### src/rtl/traffic_phase_controller.sv
`default_nettype none
// +----------------------------------------------------------------------------+
// | Module      : traffic_phase_controller                                     |
// | Description : NS/EW intersection phase FSM driving a shared down-counter;  |
// |               optional pedestrian WALK phase under macro PED_REQ_EN.       |
// | Revision    : 1.0 - initial release                                        |
// +----------------------------------------------------------------------------+
module traffic_phase_controller #(
    parameter int pGreen_Count_Sec  = 15,
    parameter int pYellow_Count_Sec = 3,
    parameter int pAllRed_Count_Sec = 1,
    parameter int pWalk_Count_Sec   = 8,
    parameter int pCount_width      = $clog2(pGreen_Count_Sec + 1)
) (
    input  logic                    clk,
    input  logic                    rst,
    input  logic                    en,
    input  logic                    sec_tick,
    input  logic                    light_tick,
`ifdef PED_REQ_EN
    input  logic                    ped_req,
    output logic                    walk,
`endif
    output logic                    ctr_load,
    output logic [pCount_width-1:0] load_count,
    output logic [2:0]              ns_light,
    output logic [2:0]              ew_light,
    output logic [2:0]              phase
);

    typedef enum logic [2:0] {
        ALLR_A = 3'd0,
        NS_G   = 3'd1,
        NS_Y   = 3'd2,
        ALLR_B = 3'd3,
        EW_G   = 3'd4,
        EW_Y   = 3'd5,
        WALK   = 3'd6
    } state_t;

    localparam logic [2:0] c_red = 3'b100;
    localparam logic [2:0] c_yel = 3'b010;
    localparam logic [2:0] c_grn = 3'b001;

    localparam logic [pCount_width-1:0] c_green_ld  = pCount_width'(pGreen_Count_Sec - 1);
    localparam logic [pCount_width-1:0] c_yellow_ld = pCount_width'(pYellow_Count_Sec - 1);
    localparam logic [pCount_width-1:0] c_allred_ld = pCount_width'(pAllRed_Count_Sec - 1);
    localparam logic [pCount_width-1:0] c_walk_ld   = pCount_width'(pWalk_Count_Sec - 1);

    state_t r_state;
    state_t w_next;
    logic   r_init_pend;
    logic   w_expire;
    logic   w_adv;
    logic   w_req;
    logic   w_walk_to_ew;

    function automatic logic [pCount_width-1:0] dur_m1(input state_t s);
        case (s)
            NS_G, EW_G: dur_m1 = c_green_ld;
            NS_Y, EW_Y: dur_m1 = c_yellow_ld;
            WALK:       dur_m1 = c_walk_ld;
            default:    dur_m1 = c_allred_ld;
        endcase
    endfunction

    // Returns {ns_light, ew_light}
    function automatic logic [5:0] lamps(input state_t s);
        case (s)
            NS_G:    lamps = {c_grn, c_red};
            NS_Y:    lamps = {c_yel, c_red};
            EW_G:    lamps = {c_red, c_grn};
            EW_Y:    lamps = {c_red, c_yel};
            default: lamps = {c_red, c_red};
        endcase
    endfunction

`ifdef PED_REQ_EN
    logic r_req_pend;
    logic r_walk_to_ew;
    assign w_req        = r_req_pend;
    assign w_walk_to_ew = r_walk_to_ew;
`else
    assign w_req        = 1'b0;
    assign w_walk_to_ew = 1'b0;
`endif

    // Expiry only counts once the counter has been resynchronised after reset
    assign w_expire = sec_tick & light_tick & ~r_init_pend;
    assign w_adv    = en & w_expire;

    always_comb begin
        w_next = r_state;
        case (r_state)
            ALLR_A:  w_next = w_req ? WALK : NS_G;
            NS_G:    w_next = NS_Y;
            NS_Y:    w_next = ALLR_B;
            ALLR_B:  w_next = w_req ? WALK : EW_G;
            EW_G:    w_next = EW_Y;
            EW_Y:    w_next = ALLR_A;
            WALK:    w_next = w_walk_to_ew ? EW_G : NS_G;
            default: w_next = ALLR_A;
        endcase
    end

    assign ctr_load   = ~rst & en & sec_tick & (light_tick | r_init_pend);
    assign load_count = dur_m1(w_expire ? w_next : r_state);
    assign phase      = r_state;

    always_ff @(posedge clk) begin
        if (rst) begin
            r_state     <= ALLR_A;
            r_init_pend <= 1'b1;
            ns_light    <= c_red;
            ew_light    <= c_red;
`ifdef PED_REQ_EN
            r_req_pend   <= 1'b0;
            r_walk_to_ew <= 1'b0;
            walk         <= 1'b0;
`endif
        end else begin
            if (en && sec_tick) begin
                r_init_pend <= 1'b0;
            end
            if (w_adv) begin
                r_state              <= w_next;
                {ns_light, ew_light} <= lamps(w_next);
            end
`ifdef PED_REQ_EN
            // A new request arriving on the clearing edge must survive
            if (ped_req) begin
                r_req_pend <= 1'b1;
            end else if (w_adv && w_next == WALK) begin
                r_req_pend <= 1'b0;
            end
            if (w_adv && w_next == WALK) begin
                r_walk_to_ew <= (r_state == ALLR_B);
            end
            if (w_adv) begin
                walk <= (w_next == WALK);
            end
`endif
        end
    end

endmodule
`default_nettype wire

### config.mk
export PLATFORM = sky130hd
export DESIGN_NAME = traffic_phase_controller
export DESIGN_NICKNAME = d
export VERILOG_FILES = /design/src/rtl/traffic_phase_controller.sv
export SDC_FILE = /design/constraint.sdc
export NUM_CORES = 1
export LEC_CHECK = 0
export CAP_MARGIN = 20
export CELL_PAD_IN_SITES_DETAIL_PLACEMENT = 0
export CELL_PAD_IN_SITES_GLOBAL_PLACEMENT = 1
export CORE_AREA = 5 5 50 52
export CTS_CLUSTER_SIZE = 10
export DETAILED_ROUTE_END_ITERATION = 8
export DIE_AREA = 0 0 55 57
export PLACE_DENSITY = 0.79
export SYNTH_ARGS = -nofsm -noshare
export SYNTH_HDL_FRONTEND = slang
export SYNTH_SLANG_ARGS = --single-unit
### constraint.sdc
create_clock -name clk -period 1.6 [get_ports clk]
set_clock_uncertainty 0.2 [all_clocks]
set_input_delay 0.24 -clock clk [delete_from_list [all_inputs] [get_ports clk]]
set_output_delay 0.24 -clock clk [all_outputs]
set_load 0.1 [all_outputs]
After elaboration in Yosys (flattened, before gate mapping)
Cells that the tools add are included.
{"block": "word_totals", "output_inout_bits": 14, "wordCells": 36, "reg_bits": 10, "in_bits": 5}
{"block": "op_classes", "bitwise": 9, "n_mux": 4, "reduce_logical": 5, "n_eq_ne": 14}
{"op": "$pmux W6 S4", "n": 1}
{"op": "$eq A3 B3 Y1 const B", "n": 7}
{"op": "$pmux W3 S5", "n": 1}
{"op": "$eq A3 B2 Y1 const B", "n": 4}
{"op": "$pmux W4 S3", "n": 1}
{"op": "$eq A3 B1 Y1 const B", "n": 3}
{"op": "$and A1 B1 Y1", "n": 6}
{"op": "$reduce_or A2 Y1", "n": 3}
{"op": "$logic_not A3 Y1", "n": 1}
{"op": "$mux W3", "n": 1}
{"op": "$not A1 Y1", "n": 2}
{"op": "$logic_and A1 B1 Y1", "n": 1}
{"op": "$or A1 B1 Y1", "n": 1}

Longest topological paths before layout
{"block": "logic_depth", "word_depth": 7, "mapped_depth": 4, "ltp_nobuf": 3}

Worst setup path before layout
Ideal clock, no wire load.
{"block": "synth_path", "path_kind": "register -> output", "from": "reg r_state[0] (netlist: phase[0])", "to": "out load_count[3]", "n_path_buf": 1, "path_slack_ns": -2.402, "t_arrival_ns": 3.562, "stages_incl_launch_ff": 5, "required_time_ns": 1.160, "path_cell_list": "dfxtp_1 buf_6 nor2b_1 nor2_1 o21ai_0"}
{"block": "synth_via", "elab_chain_len": 7, "word_cells_on_any_way": 17, "classes_between": "10 x eq/ne; 3 x mux; 4 x reduce/logical"}
{"item": "start: declaration", "line": "50", "rtl": "state_t r_state;"}
{"item": "start signal: assignment", "line": "126", "rtl": "r_state <= w_next;"}
{"item": "$eq A3 B3 Y1 or $logic_not A3 Y1 (tied branches)", "line": "94", "rtl": "case (r_state)"}
{"item": "$reduce_or A2 Y1 (no line)"}
{"item": "$pmux W3 S5", "line": "94"}
{"item": "$mux W3 *", "line": "107", "rtl": "assign load_count = dur_m1(w_expire ? w_next : r_state);"}
{"item": "$eq A3 B2 Y1 (tied with other cells)", "line": "59", "rtl": "case (s)"}
{"item": "$reduce_or A2 Y1", "line": "59"}
{"item": "$pmux W4 S3 *", "line": "59"}
{"item": "end: declaration", "line": "25", "rtl": "output logic [pCount_width-1:0] load_count,"}
Mark *: on every way between the ends. The rest lies on a longest branch, timed or not.

Worst setup path in the final report
{"block": "layout_path", "from": "reg r_init_pend", "to": "out load_count[2]"}
{"block": "layout_via", "elab_chain_len": 6, "word_cells_on_any_way": 11, "classes_between": "5 x eq/ne; 2 x mux; 2 x bitwise; 2 x reduce/logical"}
{"item": "start: declaration", "line": "52", "rtl": "logic r_init_pend;"}
{"item": "start signal: assignment", "line": "113", "rtl": "r_init_pend <= 1'b1;"}
{"item": "start signal: assignment", "line": "123", "rtl": "r_init_pend <= 1'b0;"}
{"item": "$not A1 Y1 *", "line": "89", "rtl": "assign w_expire = sec_tick & light_tick & ~r_init_pend;"}
{"item": "$and A1 B1 Y1 *", "line": "89"}
{"item": "$mux W3 *", "line": "107"}
{"item": "$eq A3 B2 Y1 (tied with other cells)", "line": "59"}
{"item": "$reduce_or A2 Y1", "line": "59"}
{"item": "$pmux W4 S3 *", "line": "59"}
Marks and branches as above.

==> impl_metrics.toml <==
[run_status]
status = "complete, but fails checks"
violations = "negative setup slack"

[global_route]
grt_pass1_vias = 576
grt_pass1_wl_um = 2560
grt_usage_pct = 11.1
antenna_found_initial = 0
grt_max_degree = 12
overflow = 0

[clocking]
cts-root-buf = "clkbuf_4"
cts_made_buffers = 3
clkLatencyLatePin_ps = 270
clk_pin_slew_ps = 70
clock-sinks = 10
ctsHoldBuffers = 0
cts_tree = "built"
htreeDepth = 1
cts_buffer_depth = 2

[sta]
setup_viol = 4
max_slew_margin_pct = 76.8
rsz0062_at_grt = "yes"
tightest_slew_ps = 347
hold_violations = 0
setup_slack_ps = -397
drv_slew = 0
fin_crit_ps = 2000
fin_setup_tns_ps = -1450
fin_crit_sh_pct = 125
max_freq_ghz = 0.501

[routing]
drt_pass1_iterations = 4
dr.first_iter.drc_count = 13
wirelength_um = 1450
routed_via_density = 4.61
num_vias = 563
ant_nets = 0
wl_per_cell_um = 11.9
drt_drc_violations_left = 0

[worst_setup_path]
crit_type = "reg -> out"
slowest_delay_ps = 320
r2r_end = "ew_light[2]"
cp-start-kind = "flip-flop"
reg2reg_from = "phase[0]"
endpoint_kind = "output pin"
critPathTopFamily = "simple AND/OR/NAND/NOR gates"
critical_path_required_ps = 1160
crit_chain = "buf_4 > and4bb_2 > nand2_1 > o211ai_1 > buf_12"
ff2ff_setup_slack_ps = 150
cp_max_fo = 4
path_buf_inv = 2
cp_data_arrival_time_ps = 1560
cp_slowest_cell = "dfxtp_2"
rr_worst_depth = 4

[yosys]
synth_flop_cell = "dfxtp_1"
ys_seq_area_share_pct = 33.6
synth_cells = 65
syn_nets = 70
synth_cell_type_count = 31
ys_warn_count = 0
ys_async_sr_fraction_pct = 0
netlist_area_um2 = 596
synth_edf_count = 0
postSynthAreaPerCell_um2 = 9.16
synth_seq_cells = 10

[place]
dp.cells = 117
place_hpwl_um = 1080
portBuffers = 18
gp_congestion = 0.724
place_ws_ps = -546

[final_layout]
fin_nets = 100
areaGrowthSynthToFinish_pct = 87.6
most-common-layout-cells = "buf_12, buf_4, nand2_1, dfxtp_1, nor2_1"
post-route-util_pct = 54.2
fin_cells = 122
final_common_cell = "buf_12"
nFillCells = 189
drive_above_1_share_pct = 53.2
n_antenna_cell = 0

[power]
leakagePower_nw = 0.452
ir_drop_v = 0.000523
p_clk_share_pct = 31.7
intPower_mw = 0.491
p_sw_share_pct = 34.0
power_frac_comb_pct = 33.0
netSwitchingPower_mw = 0.252
cellPowerDensity_nw_per_um2 = 665
seqPwrFrac_pct = 35.3
total_power_mw = 0.743

[hold_path]
hold_path_class = "in -> reg"
hold_end = "ns_light[1]"
hold_depth = 3
hold_path_startpoint = "rst"

[floorplan]
core-area_um2 = 2060
ios = 19
fp.dieW_um = 55
die_area_um2 = 3140
core.rowCount = 17
start_util_pct = 28.9
die_h_um = 57

[flow_run]
max_cap_viol_count = 0
-- state kept, by name, summed over array words and instances, names as in the netlist --
name         flops
ew_light         3
ns_light         3
phase            3
r_init_pend      1
-- cell usage after synthesis, types with 2 or more instances --
master    count  area, um^2
a211o_1       2        17.5
a211oi_1      2        15.0
a21oi_1       4        20.0
buf_6         4        45.0
dfxtp_1      10         200
nand2_1      10        37.5
nor2_1        6        22.5
nor3b_1       2        15.0
o21ai_0       2        10.0
or3_4         2        22.5
-- routing by layer --
metal	vias up	part of all wire [%]	GRT usage, %
li1	284	-	-
met3	5	2.9	1.83
met1	259	45	14.7
met4	0	3.4	7.29
met2	15	49	16.2
met5	-	0	0
-- power by group through the flow --
stage          Clock, mW  Sequential [mW]  Combinational (mW)
3_5_place_dp           0            0.268               0.241
6_report           0.236            0.262               0.245
4_1_cts            0.241            0.262               0.242
5_1_grt            0.254            0.264               0.256
3_3_place_gp           0            0.268               0.240
2_1_floorplan          0            0.299               0.122
-- worst register-to-register path: cells and delay by family, from the launching register on --
family | cells | cell delay [ps]
flops | 1 | 390
compound gates | 2 | 340
simple gates | 1 | 260
buf+inv | 1 | 160
-- metrics by stage --
step,hold WS (ps),cell area (um^2)
after detailed placement,293,1050
final,209,1120
after CTS,306,1100
after global placement,283,1050
after global routing,222,1120
after floorplan,134,666
-- cells by family after synthesis --
group,count (synthesis),share of synthesized area (%)
muxes,2,3.57
DFF,10,33.6
and+or+nand+nor,30,32.6
AOI/OAI and AO/OA,15,18.1
xor gates and xnor gates,2,2.94
buffers and inverters,6,9.24
-- cell type report --
cell class / count / area, um^2 / share of cell area, %
repair buffers: 30 / 413 / 37.0
multi-input cells: 49 / 409 / 36.6
flip-flops and latches: 10 / 213 / 19.0
clock buffers: 4 / 36.3 / 3.25
well taps: 28 / 35.0 / 3.14
inverters: 1 / 11.3 / 1.01
-- how the worst max path moves through the flow --
stage / depth (start not counted) / endpoint / start / slack, ps
final: 5 / load_count[2] / r_init_pend / -400
after global routing: 4 / load_count[2] / r_init_pend / -440
after detailed placement: 5 / load_count[1] / sec_tick / -550
after global placement: 5 / load_count[1] / sec_tick / -530
after CTS: 4 / load_count[2] / r_init_pend / -370
after floorplan: 4 / load_count[2] / phase[1] / -1230
-- what timing repair did --
action                                 in CTS  in global routing
buffers inserted                            0                  2
pin swaps                                   4                  2
resized for setup                           6                  3
endpoints found under the hold margin       0                  0
setup endpoints to repair                   5                  5
Note: power is estimated with default switching activity, not from simulation.
